File: config.mk
export PLATFORM = sky130hd
export DESIGN_NAME = serial_chunk_adder_ctrl
export DESIGN_NICKNAME = d
export VERILOG_FILES = /design/src/rtl/chunk_adder_pkg.sv /design/src/rtl/full_adder_3bit.sv /design/src/rtl/serial_chunk_adder_ctrl.sv
export SDC_FILE = /design/constraint.sdc
export NUM_CORES = 1
export LEC_CHECK = 0
export CAP_MARGIN = 20
export CORE_MARGIN = 2
export CORE_UTILIZATION = 35
export DETAILED_ROUTE_END_ITERATION = 8
export PLACE_DENSITY = 0.55
export SLEW_MARGIN = 20
export SYNTH_ARGS = -nofsm -noshare
export SYNTH_HDL_FRONTEND = slang
export SYNTH_HIERARCHICAL = 1
export SYNTH_SLANG_ARGS = --single-unit
File: constraint.sdc
create_clock -name clk -period 2.76 [get_ports clk]
set_input_delay 0.828 -clock clk [delete_from_list [all_inputs] [get_ports clk]]
set_output_delay 0.828 -clock clk [all_outputs]
set_load 0.02 [all_outputs]
File: src/rtl/chunk_adder_pkg.sv
// chunk_adder_pkg
//   Shared definitions for the serial chunk adder: the width of one adder
//   slice and the controller state encoding.
package chunk_adder_pkg;

   // Bits handled by the datapath slice per cycle.
   localparam int CHUNK_W = 3;

   typedef enum logic [1:0] {
      IDLE = 2'd0,
      RUN  = 2'd1,
      DONE = 2'd2
   } chunk_add_state_t;

endpackage

File: src/rtl/full_adder_3bit.sv
// full_adder_3bit
//   Purely combinational 3-bit adder slice with carry in and carry out.
// Ports
//   a, b  in   3  addends
//   cin   in   1  carry in
//   sum   out  3  a + b + cin, low 3 bits
//   cout  out  1  carry out of bit 2
module full_adder_3bit (
   input  logic [2:0] a,
   input  logic [2:0] b,
   input  logic       cin,
   output logic [2:0] sum,
   output logic       cout
);

   // The 4-bit target keeps the carry out of the 3-bit add.
   assign {cout, sum} = a + b + {2'b00, cin};

endmodule

File: src/rtl/serial_chunk_adder_ctrl.sv
// serial_chunk_adder_ctrl
//   Adds two (3*NUM_CHUNKS)-bit operands plus a carry-in with a single 3-bit
//   adder slice, one chunk per cycle starting from the LSB chunk. The carry
//   ripples between cycles through a register.
// Ports
//   clk        in   1  clock, rising edge
//   rst        in   1  synchronous active-high reset
//   in_valid   in   1  operand set valid
//   in_ready   out  1  operand set can be accepted (IDLE and not in reset)
//   in_a       in   W  operand A
//   in_b       in   W  operand B
//   in_cin     in   1  carry into chunk 0
//   out_valid  out  1  result valid (DONE)
//   out_ready  in   1  consumer takes the result
//   out_sum    out  W  sum bits
//   out_cout   out  1  carry out of the top chunk
//   busy       out  1  operation in progress or result waiting
module serial_chunk_adder_ctrl
   import chunk_adder_pkg::*;
#(
   parameter int NUM_CHUNKS = 4
) (
   input  logic                          clk,
   input  logic                          rst,
   input  logic                          in_valid,
   output logic                          in_ready,
   input  logic [CHUNK_W*NUM_CHUNKS-1:0] in_a,
   input  logic [CHUNK_W*NUM_CHUNKS-1:0] in_b,
   input  logic                          in_cin,
   output logic                          out_valid,
   input  logic                          out_ready,
   output logic [CHUNK_W*NUM_CHUNKS-1:0] out_sum,
   output logic                          out_cout,
   output logic                          busy
);

   localparam int W     = CHUNK_W * NUM_CHUNKS;
   localparam int IDX_W = (NUM_CHUNKS > 1) ? $clog2(NUM_CHUNKS) : 1;
   localparam logic [IDX_W-1:0] LAST_IDX = IDX_W'(NUM_CHUNKS - 1);

   chunk_add_state_t state_q, state_d;
   logic [IDX_W-1:0] idx_q, idx_d;
   logic [W-1:0]     a_q, a_d;
   logic [W-1:0]     b_q, b_d;
   logic [W-1:0]     sum_q, sum_d;
   logic             carry_q, carry_d;

   logic [W-1:0]         a_shift;
   logic [W-1:0]         b_shift;
   logic [CHUNK_W-1:0]   slice_sum;
   logic                 slice_cout;

   // Bring the current chunk down to the bottom bits for the slice.
   assign a_shift = a_q >> (CHUNK_W * int'(idx_q));
   assign b_shift = b_q >> (CHUNK_W * int'(idx_q));

   full_adder_3bit u_slice (
      .a    (a_shift[CHUNK_W-1:0]),
      .b    (b_shift[CHUNK_W-1:0]),
      .cin  (carry_q),
      .sum  (slice_sum),
      .cout (slice_cout)
   );

   always_comb begin
      state_d = state_q;
      idx_d   = idx_q;
      a_d     = a_q;
      b_d     = b_q;
      sum_d   = sum_q;
      carry_d = carry_q;
      unique case (state_q)
         IDLE: begin
            if (in_valid) begin
               a_d     = in_a;
               b_d     = in_b;
               carry_d = in_cin;
               idx_d   = '0;
               state_d = RUN;
            end
         end
         RUN: begin
            carry_d = slice_cout;
            for (int i = 0; i < NUM_CHUNKS; i++) begin
               if (idx_q == IDX_W'(i)) begin
                  sum_d[i*CHUNK_W +: CHUNK_W] = slice_sum;
               end
            end
            // Index parks on the last chunk instead of wrapping.
            if (idx_q == LAST_IDX) begin
               state_d = DONE;
            end else begin
               idx_d = idx_q + 1'b1;
            end
         end
         DONE: begin
            if (out_ready) begin
               state_d = IDLE;
            end
         end
         default: state_d = IDLE;
      endcase
   end

   always_ff @(posedge clk) begin
      if (rst) begin
         state_q <= IDLE;
         idx_q   <= '0;
         a_q     <= '0;
         b_q     <= '0;
         sum_q   <= '0;
         carry_q <= 1'b0;
      end else begin
         state_q <= state_d;
         idx_q   <= idx_d;
         a_q     <= a_d;
         b_q     <= b_d;
         sum_q   <= sum_d;
         carry_q <= carry_d;
      end
   end

   // Result outputs are forced to zero outside DONE so partial sums and stale
   // carries never appear on the output channel.
   assign in_ready  = (state_q == IDLE) && !rst;
   assign out_valid = (state_q == DONE);
   assign out_sum   = (state_q == DONE) ? sum_q : '0;
   assign out_cout  = (state_q == DONE) ? carry_q : 1'b0;
   assign busy      = (state_q == RUN) || (state_q == DONE);

endmodule
# Word-level counts from Yosys, hierarchy flattened
# Index checks and enable logic that the tools add are counted.
op_classes:
  add_sub_neg: 3
  n_shift: 2
  eq_ne: 9
  n_mul: 1
  mux: 11
  reduce_logical: 14
op_table:
  columns: ["operator", "count"]
  rows:
  - ["$shr 12x32->3", 1]
  - ["$mux 12", 1]
  - ["$reduce_and 2->1", 6]
  - ["$shr 12x4->3", 1]
  - ["$mux 2", 5]
  - ["$eq 2x2->1 const B", 3]
  - ["$ne 2x2->1 const B", 3]
  - ["$pmux 2 s3", 1]
  - ["$reduce_and 3->1", 2]
  - ["$add 3x3->4", 1]
  - ["$add 4x1->4", 1]
  - ["$eq 2x1->1 const B", 2]
  - ["$logic_not 2->1", 2]
  - ["$mul 2x2->4 const A", 1]
  - ["$pmux 2 s2", 1]
  - ["$add 2x1->2 const B", 1]
  - ["$mux 1", 2]
  - ["$ne 2x1->1 const B", 1]
  - ["$pmux 1 s2", 1]
  - ["$reduce_bool 2->1", 1]
  - ["$logic_and 1x1->1", 1]
  - ["$logic_not 1->1", 1]
  - ["$logic_or 1x1->1", 1]
totals:
  ff_bits: 41
  wordCells: 49

# Depth between registers and ports, before layout
logic_depth:
  depth_word: 5
  ltp_mapped: 9

# Hierarchy
# The synthesis kept the hierarchy.
by_module_without_submodules:
  columns: ["mod", "cells_each", "area_each_um2", "instances", "seq_area_each_um2"]
  rows:
  - ["serial_chunk_adder_ctrl", 232, 1949.4, 1, 820.8]
  - ["full_adder_3bit", 15, 116.4, 1, 0.0]

# Least setup slack after synthesis
# No wires, ideal clock.
synth_timing:
  path_kind: "in2out"
  from: "in rst"
  to: "out in_ready"
  required_ps: 1932
  path_stages: 3
  arrival_ps: 1508
  n_path_buf: 2
  path_slack_ps: 424
  cell_sequence: "clkbuf_1 clkbuf_1 nor2b_1"
synth_between:
  elab_chain_len: 2
synth_rtl:
  columns: ["element", "line_no", "text"]
  rows:
  - ["start: declaration", "serial_chunk_adder_ctrl.sv:24", "input logic rst,"]
  - ["$logic_not 1->1", "serial_chunk_adder_ctrl.sv:125", "assign in_ready = (state_q == IDLE) && !rst;"]
  - ["$logic_and 1x1->1", "serial_chunk_adder_ctrl.sv:125", null]
  - ["end: declaration", "serial_chunk_adder_ctrl.sv:26", "output logic in_ready,"]
# No other way between the ends.

# Worst setup path after layout
layout_timing:
  from: "reg state_q[0]"
  to: "out out_cout"
layout_between:
  elab_chain_len: 2
layout_rtl:
  columns: ["element", "line_no", "text"]
  rows:
  - ["start: declaration", "serial_chunk_adder_ctrl.sv:41", "chunk_add_state_t state_q, state_d;"]
  - ["start signal: assignment", "serial_chunk_adder_ctrl.sv:114", "state_q <= state_d;"]
  - ["$eq 2x2->1", "serial_chunk_adder_ctrl.sv:128", "assign out_cout = (state_q == DONE) ? carry_q : 1'b0;"]
  - ["$mux 1", "serial_chunk_adder_ctrl.sv:128", null]
  - ["end: declaration", "serial_chunk_adder_ctrl.sv:33", "output logic out_cout,"]
# No other way between the ends.

==> results.tsv <==
metric	value	unit
internal power	1235	uW
Syn Area/Cell	8.363	um^2
H-tree Lvls	2	
sequential power share	39.0	%
outcome	finished, final reports clean	
Reg-to-Reg End	sum_q[2]$_SDFFE_PP0P_	
clock slew at reported path FFs	0.07	ns
complex-gate fraction of the synthesized area	12.11	%
Nets	332	
Starting Density	36.84	%
crit path time final	2.636	ns
Arr. time, crit path	1.81	ns
setup TNS	0	ns
vias per inst	4.590	
RSZ-0062 raised after global routing	false	
Worst-Skew Late Latency	0.28	ns
clk buf depth	2	
post-synthesis mux area share	8.056	%
I/O pin total	45	
synth top area cells	dfxtp_1 40%, nand2_1 13%, a21oi_1 8.5%, ha_1 6.7%, mux4_2 6.5%	
Reg-to-Reg Start	idx_q[0]$_SDFFE_PP0P_	
routability cong.	0.7387	
adder-cell share of the synthesized area	8.601	%
Critical Path RT	1.93	ns
highest clock rate	379.4	MHz
synthesis-to-layout area growth	29.25	%
postcts setup bufs	0	
# diodes	0	
Worst R2R Setup Slack	0.54	ns
CTS tree	done	
fin crit share	95.51	%
die area	6533	um^2
Yosys reg bits	41	
clock skew	0.006324	ns
CP max-delay cell	clkdlybuf4s50_1	
Synth top area share	39.73	%
slowest stage delay, CP	0.60	ns
final wirelength	4111	um
overall die height	80.83	um
HPWL after DPL	2950	um
Post-Layout Cell Count	363	
first-pass GRT wire length	6886	um
most common cell after layout, fill and taps aside	nand2_1	
Peak supply drop	0.0002793	V
Setup crit start kind	flop	
Final ANT Viol Nets	0	
Die Wd	80.83	um
most frequent cells in the layout	69 x nand2_1, 43 x clkdlybuf4s50_1, 41 x dfxtp_1, 35 x a21oi_1, 16 x and2_1	
max-cap violations	0	
total gr overflow	0	
proportion of power drawn by the clock network	22.3	%
layout cells sized above 1	9.622	%
Slew @ Worst Pin	0.6492	ns
Yosys Warn Count	6	
crit end category	output port	
Hold WS	0.4498	ns
switching pwr	667.5	uW
PD cells	712.5	nW/um^2
GRT Overall Usage	13.45	%
Worst Setup Path Type	flop to output port	
post-route cell area	2670	um^2
initial antenna violation count	0	
core area	5608	um^2
Vias	1666	
Final Max Slew Viols	0	
syn nets	289	
clock sinks	41	
Final setup viols	0	
vias in the first global route	1497	
largest net degree at the start of global routing	45	
Hold WC Path Type	flop to flop	
R2R cell count	8	
drt first pass iters	4	
Pleak	0.0009873	uW
Inst Count DP	355	
simple-gate share of the synthesized area	24.95	%
Seq/Total Area, Yosys	39.73	%
Sw Ratio	35.08	%
clock root buffer	clkbuf_8	
crit-path max FO	15	
Starting DRT DRC Count	66	
xor and xnor area share after synthesis	0.4240	%
Cell variety after synth	29	
Critical Path Source	state_q[0]$_SDFFE_PP0P_	
largest family of logic cells by synthesized area	simple AND/OR/NAND/NOR gates	
wire per inst	11.33	um
CTS Buf Count	5	
Syn Inst Count	247	
combinational share of power	38.6	%
Fin. Hold Viols	0	
relative slew slack	56.72	%
Critical Path, Cell by Cell	inv_1, ha_2, and2_1, clkdlybuf4s50_1	
# port buffers	44	
drt drc	0	
placed inst area	2567	um^2
Synth Cell Area	2066	um^2
# rows	27	
CP endpoint	out_cout	
dominant cell type by area after synthesis	dfxtp_1	
## cell type report
cell class                 count  area (um^2)
sequential                    41        820.8
fill                         574         2938
inverter                      12        45.04
multi-input combinational    179         1121
timing repair buffer          51        491.7
clock buffer                   7        96.34
tap                           72        90.09
clock inverter                 1        5.005
## routing by layer
| layer | GRT usage [%] | share of wire [%] | vias up | wire, um |
|---|---|---|---|---|
| li1 | - | - | 891 | - |
| met1 | 18.73 | 50 | 734 | 2053 |
| met2 | 20.74 | 44 | 39 | 1829 |
| met3 | 3.111 | 5.2 | 2 | 213 |
| met4 | 4.068 | 0.36 | 0 | 15 |
| met5 | 0 | 0 | - | 0 |
## worst min path at each step
stage / start / to / cells past startpoint
after floorplan: sum_q[0]$_SDFFE_PP0P_ / sum_q[0]$_SDFFE_PP0P_ / 2
after global placement: sum_q[4]$_SDFFE_PP0P_ / sum_q[4]$_SDFFE_PP0P_ / 2
after detailed placement: sum_q[7]$_SDFFE_PP0P_ / sum_q[7]$_SDFFE_PP0P_ / 2
after CTS: sum_q[7]$_SDFFE_PP0P_ / sum_q[7]$_SDFFE_PP0P_ / 2
after global routing: sum_q[8]$_SDFFE_PP0P_ / sum_q[8]$_SDFFE_PP0P_ / 2
final: sum_q[3]$_SDFFE_PP0P_ / sum_q[3]$_SDFFE_PP0P_ / 2
## power groups by stage
stage / combinational, uW / sequential, uW / clock, uW
finish: 735 / 743 / 425
global placement: 742 / 757 / 0
global route: 825 / 757 / 474
detailed placement: 747 / 758 / 0
floorplan: 562 / 735 / 0
CTS: 747 / 745 / 443
## logic make-up after synthesis
| group | count (synthesis) |
|---|---|
| AO/OA/AOI/OAI | 44 |
| multiplexers | 9 |
| AND/OR/NAND/NOR | 112 |
| XOR/XNOR | 1 |
| buffers and inverters | 27 |
| flip-flops | 41 |
| adder cells (fa/ha/maj) | 13 |
## worst max-delay path, delay by kind of cell, from the launching register on
family,cells,cell delay [ns]
fa+ha+maj,1,0.32
flops,1,0.34
buf+inv,2,0.71
simple gates,1,0.16
## through the flow
stage,util (%),worst slack (ns),power [uW]
2_1_floorplan,-,0.4245,1297
3_3_place_gp,45.78,-0.02260,1499
3_5_place_dp,45.78,-0.03941,1506
4_1_cts,47.61,0.09304,1934
5_1_grt,47.61,0.01632,2056
6_report,47.61,0.1240,1902
## flip-flops by register name, summed over array words and instances (netlist names)
register	flops
b_q	12
state_q	2
idx_q	2
a_q	12
sum_q	12
carry_q	1
## synthesized netlist by cell type, drive strengths merged
| cell | instances |
|---|---|
| clkbuf | 7 |
| o32ai | 1 |
| nand3b | 2 |
| a31oi | 1 |
| ha | 11 |
| dfxtp | 41 |
| buf | 8 |
| mux2 | 1 |
| o21ai | 1 |
| fa | 2 |
| nand2 | 69 |
| nand2b | 6 |
| nor3 | 1 |
| a22o | 1 |
| inv | 12 |
| a21oi | 38 |
| nor2 | 3 |
| or2b | 1 |
| nand3 | 10 |
| mux2i | 2 |
| nor2b | 4 |
| xnor2 | 1 |
| and2 | 16 |
| mux4 | 6 |
| a211oi | 1 |
| a21o | 1 |
## timing repair
action | in CTS | in global routing
gates resized for setup | 2 | 0
hold buffers | 0 | 0
setup endpoints to repair | 14 | 0
Power figures use the tool's default switching activity.
